### src/rtl/mips_mdu_pkg.sv
// Shared definitions for the iterative multiply/divide unit:
// op and state encodings, iteration count and operand helpers.
package mips_mdu_pkg;

    typedef enum logic [1:0] {
        MDU_MULT  = 2'b00,
        MDU_MULTU = 2'b01,
        MDU_DIV   = 2'b10,
        MDU_DIVU  = 2'b11
    } mdu_op_e;

    typedef enum logic [1:0] {
        S_IDLE = 2'b00,
        S_RUN  = 2'b01,
        S_FIX  = 2'b10
    } mdu_state_e;

    localparam int          MDU_ITER     = 32;
    localparam logic [4:0]  MDU_CNT_LAST = 5'(MDU_ITER - 1);
    localparam logic [31:0] MDU_DIV0_LO  = 32'hFFFFFFFF;

    // 32'h80000000 maps to 2^31, which still fits as an unsigned magnitude.
    function automatic logic [31:0] mag32(
        input logic [31:0] v,
        input logic        is_signed
    );
        return (is_signed && v[31]) ? (~v + 32'd1) : v;
    endfunction

endpackage

### src/rtl/mdu_core.sv
// 64-bit datapath of the multiply/divide unit: shift-add multiply
// (LSB first) or restoring divide (MSB first), one step per cycle.
module mdu_core
    import mips_mdu_pkg::*;
(
    input  logic        clk,
    input  logic        rst,
    input  logic        load,
    input  logic        step,
    input  logic        is_div,
    input  logic [31:0] x,
    input  logic [31:0] y,
    output logic [63:0] acc
);

    logic [31:0] m;
    logic        div_mode;
    logic [32:0] mul_sum;
    logic [31:0] div_diff;
    logic        div_borrow;
    logic [63:0] acc_nx;

    // One iteration: add-and-shift for multiply, trial-subtract for divide
    always_comb begin
        mul_sum    = {1'b0, acc[63:32]} + {1'b0, m};
        div_borrow = acc[63:31] < {1'b0, m};
        div_diff   = acc[62:31] - m;
        acc_nx     = acc;
        if (div_mode) begin
            if (div_borrow) begin
                acc_nx = {acc[62:0], 1'b0};
            end else begin
                acc_nx = {div_diff, acc[30:0], 1'b1};
            end
        end else begin
            if (acc[0]) begin
                acc_nx = {mul_sum, acc[31:1]};
            end else begin
                acc_nx = {1'b0, acc[63:1]};
            end
        end
    end

    // Accumulator and multiplicand/divisor register
    always_ff @(posedge clk or negedge rst) begin
        if (!rst) begin
            acc      <= '0;
            m        <= '0;
            div_mode <= 1'b0;
        end else if (load) begin
            acc      <= {32'b0, x};
            m        <= y;
            div_mode <= is_div;
        end else if (step) begin
            acc <= acc_nx;
        end
    end

endmodule

### src/rtl/mdu.sv
// Iterative MIPS multiply/divide unit: control FSM, operand
// latching, sign fixup and the architectural HI/LO registers.
module mdu
    import mips_mdu_pkg::*;
(
    input  logic        clk,
    input  logic        rst,
    input  logic        start,
    input  logic [1:0]  op,
    input  logic [31:0] a,
    input  logic [31:0] b,
    input  logic        hi_we,
    input  logic        lo_we,
    input  logic [31:0] wdata,
    output logic        busy,
    output logic        done,
    output logic [31:0] hi,
    output logic [31:0] lo
);

    mdu_state_e  state, state_nx;
    mdu_op_e     op_in, op_q;
    logic        sgn_in, div_in, sgn_q, div_q;
    logic        sa, sb, bz;
    logic [4:0]  cnt;
    logic        load, step, fix, mt_ok;
    logic        busy_nx, done_nx;
    logic [31:0] a_mag, b_mag, core_x, core_y;
    logic [63:0] acc, prod;
    logic [31:0] hi_fix, lo_fix;

    assign op_in  = mdu_op_e'(op);
    assign sgn_in = (op_in == MDU_MULT) || (op_in == MDU_DIV);
    assign div_in = (op_in == MDU_DIV) || (op_in == MDU_DIVU);
    assign sgn_q  = (op_q == MDU_MULT) || (op_q == MDU_DIV);
    assign div_q  = (op_q == MDU_DIV) || (op_q == MDU_DIVU);

    assign a_mag  = mag32(a, sgn_in);
    assign b_mag  = mag32(b, sgn_in);
    // Accumulator low half seeds with the multiplier or the dividend.
    assign core_x = div_in ? a_mag : b_mag;
    assign core_y = div_in ? b_mag : a_mag;

    mdu_core u_core (
        .clk    (clk),
        .rst    (rst),
        .load   (load),
        .step   (step),
        .is_div (div_in),
        .x      (core_x),
        .y      (core_y),
        .acc    (acc)
    );

    // State register
    always_ff @(posedge clk or negedge rst) begin
        if (!rst) begin
            state <= S_IDLE;
        end else begin
            state <= state_nx;
        end
    end

    // Next-state logic
    always_comb begin
        state_nx = state;
        unique case (state)
            S_IDLE:  if (start) state_nx = S_RUN;
            S_RUN:   if (cnt == MDU_CNT_LAST) state_nx = S_FIX;
            S_FIX:   state_nx = S_IDLE;
            default: state_nx = S_IDLE;
        endcase
    end

    // Per-state control strobes
    always_comb begin
        load    = (state == S_IDLE) && start;
        step    = (state == S_RUN);
        fix     = (state == S_FIX);
        mt_ok   = (state == S_IDLE) && !start;
        busy_nx = (state_nx != S_IDLE);
        done_nx = fix;
    end

    // Registered handshake outputs
    always_ff @(posedge clk or negedge rst) begin
        if (!rst) begin
            busy <= 1'b0;
            done <= 1'b0;
        end else begin
            busy <= busy_nx;
            done <= done_nx;
        end
    end

    // Latch op, operand signs and divide-by-zero; count iterations
    always_ff @(posedge clk or negedge rst) begin
        if (!rst) begin
            op_q <= MDU_MULT;
            sa   <= 1'b0;
            sb   <= 1'b0;
            bz   <= 1'b0;
            cnt  <= '0;
        end else if (load) begin
            op_q <= op_in;
            sa   <= a[31];
            sb   <= b[31];
            bz   <= (b == 32'd0);
            cnt  <= '0;
        end else if (step) begin
            cnt <= cnt + 5'd1;
        end
    end

    // Sign correction of the raw magnitude result.
    // For a zero divisor the remainder half already holds |a|, so the
    // dividend-sign rule returns a unchanged; only LO is overridden.
    always_comb begin
        prod   = acc;
        hi_fix = acc[63:32];
        lo_fix = acc[31:0];
        if (div_q) begin
            if (sgn_q && (sa ^ sb)) lo_fix = ~acc[31:0] + 32'd1;
            if (bz) lo_fix = MDU_DIV0_LO;
            if (sgn_q && sa) hi_fix = ~acc[63:32] + 32'd1;
        end else begin
            if (sgn_q && (sa ^ sb)) prod = ~acc + 64'd1;
            hi_fix = prod[63:32];
            lo_fix = prod[31:0];
        end
    end

    // HI/LO: result writeback wins; MTHI/MTLO only when idle without start
    always_ff @(posedge clk or negedge rst) begin
        if (!rst) begin
            hi <= '0;
            lo <= '0;
        end else if (fix) begin
            hi <= hi_fix;
            lo <= lo_fix;
        end else if (mt_ok) begin
            if (hi_we) hi <= wdata;
            if (lo_we) lo <= wdata;
        end
    end

endmodule

### config.mk
export PLATFORM = sky130hd
export DESIGN_NAME = mdu
export DESIGN_NICKNAME = d
export VERILOG_FILES = /design/src/rtl/mips_mdu_pkg.sv /design/src/rtl/mdu_core.sv /design/src/rtl/mdu.sv
export SDC_FILE = /design/constraint.sdc
export NUM_CORES = 1
export LEC_CHECK = 0
export CORE_MARGIN = 5
export CORE_UTILIZATION = 30
export DETAILED_ROUTE_END_ITERATION = 8
export REMOVE_ABC_BUFFERS = 1
export SLEW_MARGIN = 20
export SYNTH_ARGS = -nofsm -noshare
export SYNTH_HDL_FRONTEND = slang
export SYNTH_SLANG_ARGS = --single-unit
### constraint.sdc
create_clock -name clk -period 4.9 [get_ports clk]
set_clock_uncertainty 0.2 [all_clocks]
set_input_delay 0.735 -clock clk [delete_from_list [all_inputs] [get_ports clk]]
set_output_delay 0.735 -clock clk [all_outputs]
set_load 0.005 [all_outputs]
==> metrics.md, run 1 <==
| Metric | Value |
|---|---|
| Largest net degree at the start of global routing | `95` |
| Cts bufs inserted | `17` |
| Final Cell Area | `0.01816 mm²` |
| Root buf cell | `clkbuf_16` |
| Mapped Area | `0.01513 mm²` |
| Cell breakdown of the critical path | `or4_4 > nor4_2 > and3b_1 > nand3b_2 > o21ai_0 > nor2_1 > a2111oi_0 > buf_4 > o21ai_0` |
| Post-CTS setup repair buffer count | `0` |
| Crit path time final | `3946 ps` |
| DIE HEIGHT | `234.6 µm` |
| I/O pin cnt | `169` |
| Detail Placement HPWL | `44910 µm` |
| Total stage count of the critical path | `9` |
| Sequential area share after synthesis | `28.94%` |
| Worst path arrival time | `4090 ps` |
| Cts-stage hold buffer count | `0` |
| FFs w/ async S/R, synth | `100.0%` |
| Reg-to-reg endpoint | `hi[1]$_DFFE_PN0P_` |
| Worst-margin pin slew | `879.0 ps` |
| Critical path startpoint | `u_core.acc[12]$_DFFE_PN0P_` |
| Crit. End Element | `register` |
| Fmax | `253.4 MHz` |
| Avg Inst Size Synth | `7.735 µm²` |
| Synth cell types | `75` |
| Power, Total | `0.01467 W` |
| Port buffer count | `168` |
| Number of flops mapped to enable cells by yosys | `0` |
| Slowest CP cell | `a2111oi_0` |
| TritonCTS Sinks | `175` |
| Drt total wl | `58580 µm` |
| R2R Setup Slk | `950 ps` |
| Max rail drop VDD | `372.2 µV` |
| CP Buf/Inv Count | `1` |
| Worst Slack Setup Final | `954.3 ps` |
| Nets | `2238` |
| Starting Density | `30.22%` |
| Drc violations | `0` |
| Peak fanout along the critical path | `5` |
| Critical path type | `register to register` |
| Slew Limit Fails | `0` |
| Max-cap violations | `0` |
| Via count | `15280` |
| CP delay by family, top | `simple AND/OR/NAND/NOR gates` |
| CTS Buffer Depth | `2` |
| DRT antenna net count | `0` |
| Layout area overhead | `20.01%` |
| Die area | `0.05502 mm²` |
| Via density per instance | `5.559` |
| Max transition margin | `39.89%` |
| Area of the core | `0.05007 mm²` |
| Lkg Pwr | `7.606 nW` |
| Status | `finished, final reports clean` |
| Layout cell share with drive strength beyond 1 | `5.829%` |
| Worst-Skew Late Latency | `470 ps` |
| Yosys Warn Count | `0` |
| Place WS | `867.6 ps` |
| Resize count post-CTS | `0` |
| R2R cell count | `9` |
| RSZ-0062 raised after global routing | `no` |
| Slowest Stage Delay on Critical Path | `730 ps` |
| Utilization after layout | `36.26%` |
| First-pass GRT wire length | `87180 µm` |
| Reg clk slew, reported paths | `70 ps` |
| Cells after Synth | `1956` |
| PwrDens | `808.2 mW/mm²` |
| Gr usage total | `20.54%` |
| Vias in the first global route | `14260` |
| Die W | `234.6 µm` |
| Fin crit share | `80.52%` |
| #FFs+latches synth | `175` |
| # fillers | `5274` |
| First-pass detailed-route iteration total | `5` |
| Starting DRC count in detailed routing | `1564` |
| Most used cell, CP | `o21ai_0` |
| WP data required | `5040 ps` |
| HP Class | `input port to async pin` |
| Initial antenna violation count | `0` |
| GR Overflow Total | `0` |
| Area post-placement | `0.01753 mm²` |
| CTS H-tree depth | `4` |
| Final hold vios | `0` |
| Worst flop-to-flop path startpoint | `u_core.acc[12]$_DFFE_PN0P_` |
| Crit path launch type | `register` |
| CTS tree | `built` |
| Top FF cell, synth | `dfrtp_1` |
| Routed length per instance | `21.31 µm` |
| Crit path capture | `hi[1]$_DFFE_PN0P_` |
| Final setup viols | `0` |
| Final GP Congestion | `0.9883` |
| Row count | `82` |
==> cells in the mapped netlist (6+ instances only) <==
cell / instances / area [µm²]
o41ai_1: 11 / 96.34
and3_1: 13 / 81.33
xnor2_1: 75 / 656.9
mux2i_1: 62 / 620.6
buf_1: 12 / 45.04
a21oi_1: 216 / 1081
mux2_2: 13 / 146.4
nor2_1: 205 / 769.5
nor2b_1: 12 / 75.07
nand2b_1: 19 / 118.9
ha_1: 70 / 875.8
o21bai_1: 9 / 67.56
dfrtp_1: 175 / 4379
a22oi_1: 9 / 67.56
inv_1: 64 / 240.2
o211ai_1: 19 / 142.6
or4_1: 12 / 90.09
o221ai_1: 7 / 61.31
o21ai_1: 13 / 65.06
o31ai_1: 21 / 157.7
a21o_1: 30 / 225.2
nand3_1: 18 / 90.09
nand3b_1: 6 / 45.04
or2_2: 6 / 37.54
xor2_1: 92 / 805.8
or3_1: 22 / 137.6
nand2_1: 216 / 810.8
clkbuf_1: 100 / 375.4
nor4_1: 13 / 81.33
a31oi_1: 14 / 87.58
o22ai_1: 33 / 206.5
o21ai_0: 201 / 1006
a22o_1: 13 / 113.9
nor3_1: 29 / 145.1
a211oi_1: 29 / 217.7
nand4_1: 8 / 50.05
o21a_1: 7 / 52.55
==> power by group <==
part           internal, W  switching [W]  total (W)
Combinational      0.00430        0.00572     0.0100
Sequential         0.00214        0.00101    0.00315
Clock             0.000819       0.000687    0.00151
Total              0.00726        0.00741     0.0147
==> worst min path at each step <==
stage	startpoint	to	slack, ps	depth (start not counted)
2_1_floorplan	rst	busy$_DFF_PN0_	240	0
3_3_place_gp	hi[22]$_DFFE_PN0P_	hi[22]$_DFFE_PN0P_	260	2
3_5_place_dp	hi[22]$_DFFE_PN0P_	hi[22]$_DFFE_PN0P_	270	2
4_1_cts	rst	cnt[0]$_DFFE_PN0P_	150	1
5_1_grt	rst	cnt[0]$_DFFE_PN0P_	170	1
6_report	rst	cnt[0]$_DFFE_PN0P_	110	1
==> registers in the layout (all words and copies together), names as in the netlist <==
name	cells
u_core.acc	64
hi	32
lo	32
u_core.m	32
cnt	5
op_q	2
state	2
busy	1
bz	1
done	1
sa	1
sb	1
u_core.div_mode	1
==> cell type report <==
| type | instances | area, µm² | area share, % |
|---|---|---|---|
| multi-input combinational | 1596 | 10070 | 55.44 |
| timing repair buffer | 206 | 1993 | 10.98 |
| clock inverter | 15 | 196.4 | 1.082 |
| tap | 672 | 840.8 | 4.631 |
| clock buffer | 17 | 425.4 | 2.343 |
| antenna | 1 | 2.502 | 0.01378 |
| inverter | 67 | 251.5 | 1.385 |
| sequential | 175 | 4380 | 24.13 |
==> cell usage in the layout, fill, tap and decap left out, types with 29 or more instances in the layout <==
master / instances
a21oi_1: 216
nand2_1: 216
nor2_1: 204
o21ai_0: 201
dfrtp_1: 174
clkdlybuf4s50_1: 166
xor2_1: 92
xnor2_1: 75
ha_1: 70
inv_1: 64
mux2i_1: 62
buf_4: 37
o22ai_1: 33
a21o_1: 30
a211oi_1: 29
==> per-stage QoR <==
stage,cells,TNS (ps),hold WS [ps]
6_report,2749,0,106.8
5_1_grt,2748,0,173.4
4_1_cts,2748,0,150.2
3_5_place_dp,2716,0,265.4
3_3_place_gp,2716,0,262.9
2_1_floorplan,1838,-5.697,239.4
==> per-layer routing <==
layer  GRT usage (%)  part of all wire, %  vias to the layer above
li1                -                    -                     7243
met1           29.00                   45                     7385
met2           32.10                   45                      580
met3           4.041                  7.7                       74
met4           5.765                  2.5                        0
met5               0                    0                        -
==> logic make-up (layout without fill, tap and decap cells) <==
kind of cell / after synthesis / in the layout / synth area share (%)
compound gates: 675 / 675 / 26.97
xor+xnor: 167 / 167 / 9.668
fa+ha+maj: 72 / 72 / 6.054
buf+inv: 185 / 305 / 4.656
flops: 175 / 175 / 28.94
mux: 75 / 75 / 5.069
other cells: 0 / 1 / 0
simple gates: 607 / 607 / 18.64
Power figures use the tool's default switching activity.
==> run 2: changes to the inputs <==
- clock period: 4.9 -> 3.5 ns (I/O delays scaled with it)
==> run 2 against run 1 <==
Setup slack got worse by 880 ps. Largest cell class unchanged. Cell count up 5.0%. Critical path depth rose by 5. Routed wire length up 4.4%. Combinational power rose by 64%. Sequential power rose by 28%. Utilization up 2.6 points. Register-to-register slack worse by 880 ps. Largest power group unchanged. Clock power rose by 44%. Global-route usage up 0.81 points. Count of clock-buffer cells in the layout grew 1.
==> metrics.md, run 2 (synthesis gave the netlist of run 1 again) <==
| Metric | Value |
|---|---|
| Most common cell after layout, fill and taps aside | `nand2_1` |
| Status | `finished, final reports clean` |
| Met3 usage in global routing | `5.042%` |
| Sequential cell area | `0.004382 mm²` |
| N_diodes | `0` |
| Slowest CP cell | `dfrtp_1` |
| Hold Slack | `243.9 ps` |
| GR Overflow Total | `0` |
| Area post-placement | `0.01857 mm²` |
| Critical path type | `register to register` |
| Row count | `82` |
| Most Crowded Layer GR | `met2` |
| PwrDens | `1163 mW/mm²` |
| Nets | `2376` |
| Crit. End Element | `register` |
| Layout cell share with drive strength beyond 1 | `12.51%` |
| Commonest non-fill, non-tap cells in the layout | `216 x nand2_1, 213 x a21oi_1, 204 x nor2_1` |
| Max reg flops | `64` |
| CP Buf/Inv Count | `4` |
| Routing usage on met2 | `33.01%` |
| Final Cell Area | `0.01943 mm²` |
| Initial antenna violation count | `0` |
| R2R Setup Slk | `80 ps` |
| WP data required | `3660 ps` |
| Lkg Pwr | `8.334 nW` |
| Largest net degree at the start of global routing | `77` |
| Starting Density | `30.22%` |
| CP delay by family, top | `compound AO/OA/AOI/OAI gates` |
| Reg clk slew, reported paths | `80 ps` |
| CTS H-tree depth | `4` |
| Drc violations | `0` |
| DIE HEIGHT | `234.6 µm` |
| Slowest Stage Delay on Critical Path | `380 ps` |
| Root buf cell | `clkbuf_16` |
| Largest register by flop count | `u_core.acc` |
| Layout area overhead | `28.46%` |
| Max transition margin | `37.57%` |
| Gr usage total | `21.35%` |
| DP Cell Count | `2844` |
| Cts bufs inserted | `17` |
| Power Internal | `0.01156 W` |
| Seq pwr share | `17.8%` |
| TritonCTS Sinks | `175` |
| CTS Buffer Depth | `2` |
| Vias in the first global route | `15110` |
| Fin crit share | `97.76%` |
| CTS tree | `built` |
| Final Non-Filler Cells | `2886` |
| Worst-Skew Late Latency | `470 ps` |
| Area of the core | `0.05007 mm²` |
| Final hold vios | `0` |
| Detail Placement HPWL | `47060 µm` |
| Logic gate share of total power | `72.6%` |
| Final setup viols | `0` |
| Crit path launch type | `register` |
| Most used cell, CP | `buf_12` |
| Sw Ratio | `48.81%` |
| DRT antenna net count | `0` |
| Area of the multi-input gates | `0.01019 mm²` |
| HP Class | `input port to register` |
| Final GP Congestion | `0.9939` |
| Crit path time final | `3422 ps` |
| Cell breakdown of the critical path | `inv_1 > ha_1 > and4_1 > and3_1 > o2111ai_1 > o211ai_1 > a41oi_1 > buf_4 > o21ai_4 > buf_12 > buf_12 > mux2i_1 > a21oi_1 > a22o_1` |
| Clock Power Share | `9.6%` |
| Via count | `16100` |
| Starting DRC count in detailed routing | `1535` |
| Drt total wl | `61160 µm` |
| Routed length per instance | `21.19 µm` |
| P_sw | `0.01103 W` |
| Port buffer count | `168` |
| Via density per instance | `5.580` |
| Peak fanout along the critical path | `9` |
| Place WS | `-166.5 ps` |
| Met1 Usage GRT | `29.65%` |
| Worst Slack Setup Final | `78.42 ps` |
| Fmax | `292.3 MHz` |
| First-pass detailed-route iteration total | `5` |
| Worst path arrival time | `3580 ps` |
| Worst-margin pin slew | `936.4 ps` |
| Slew Limit Fails | `0` |
| I/O pin cnt | `169` |
| Die W | `234.6 µm` |
| # fillers | `5189` |
| Max-cap violations | `0` |
| First-pass GRT wire length | `90760 µm` |
| Max rail drop VDD | `474.0 µV` |
| Die area | `0.05502 mm²` |
==> run 2: cell types whose count changed in the layout (fill, tap and decap cells not counted), moves of 2 or more <==
cell,previous run,this run
ha_4,0,2
a211oi_1,29,26
a21oi_2,0,3
a211oi_2,0,3
a2111oi_2,0,2
buf_12,2,9
ha_1,70,68
buf_4,37,166
a21oi_1,216,213
a2111oi_0,3,1
==> run 2: layout make-up <==
class,count,share of cell area [%]
multi-input combinational,1596,52.43
sequential,175,22.55
timing repair buffer,344,16.14
tap,672,4.326
clock buffer,18,2.208
inverter,67,1.294
clock inverter,14,1.056
==> run 2: per-stage QoR <==
| stage | util, % | setup TNS, ps | power (W) |
|---|---|---|---|
| after global placement | 37.09 | -111.1 | 0.01940 |
| after floorplan | - | -77090 | 0.01360 |
| after detailed placement | 37.09 | -246.7 | 0.01958 |
| after global routing | 38.82 | -93.73 | 0.02413 |
| after CTS | 38.38 | 0 | 0.02183 |
| final | 38.82 | 0 | 0.02259 |
==> run 2: worst register-to-register path: stages, from the launching register on <==
cell and delay, ps:
dfrtp_1 380, inv_1 100, ha_1 300, and4_1 250, and3_1 190, o2111ai_1 160, o211ai_1 340, a41oi_1 190
buf_4 190, o21ai_4 200, buf_12 170, buf_12 150, mux2i_1 200, a21oi_1 80, a22o_1 220
==> run 2: what timing repair did <==
item | 4_1_cts | 5_1_grt
cloned | 0 | 1
resized for setup | 2 | 25
endpoints found under the hold margin | 67 | 0
setup endpoints to repair | 1 | 30
buffers inserted | 0 | 8
pin swaps | 0 | 5
hold buffers | 1 | 0
==> run 2: metal layers <==
metal	part of all wire, %	wire length (µm)	up-vias
met5	0.11	67	-
li1	-	-	7504
met2	45	27270	673
met1	44	26820	7825
met3	8.4	5111	100
met4	3.1	1892	2
==> run 2: path summary, 6_finish.rpt <==
| path | from | to | depth (start not counted) |
|---|---|---|---|
| worst min-delay path | op[1] | op_q[1]$_DFFE_PN0P_ | 3 |
| worst max-delay path | u_core.m[14]$_DFFE_PN0P_ | u_core.acc[41]$_DFFE_PN0P_ | 14 |
| worst max register to register | u_core.m[14]$_DFFE_PN0P_ | u_core.acc[41]$_DFFE_PN0P_ | 14 |
| max in group asynchronous | rst | u_core.acc[25]$_DFFE_PN0P_ | 3 |
| worst min register to register | hi[6]$_DFFE_PN0P_ | hi[6]$_DFFE_PN0P_ | 2 |
| min in group asynchronous | rst | cnt[2]$_DFFE_PN0P_ | 2 |
==> run 2: power by group through the flow <==
stage	combinational (W)	clock (W)	sequential [W]
after global placement	0.0154	0	0.00400
final	0.0164	0.00218	0.00402
after CTS	0.0157	0.00218	0.00399
after detailed placement	0.0156	0	0.00402
after floorplan	0.00952	0	0.00408
after global routing	0.0177	0.00226	0.00412
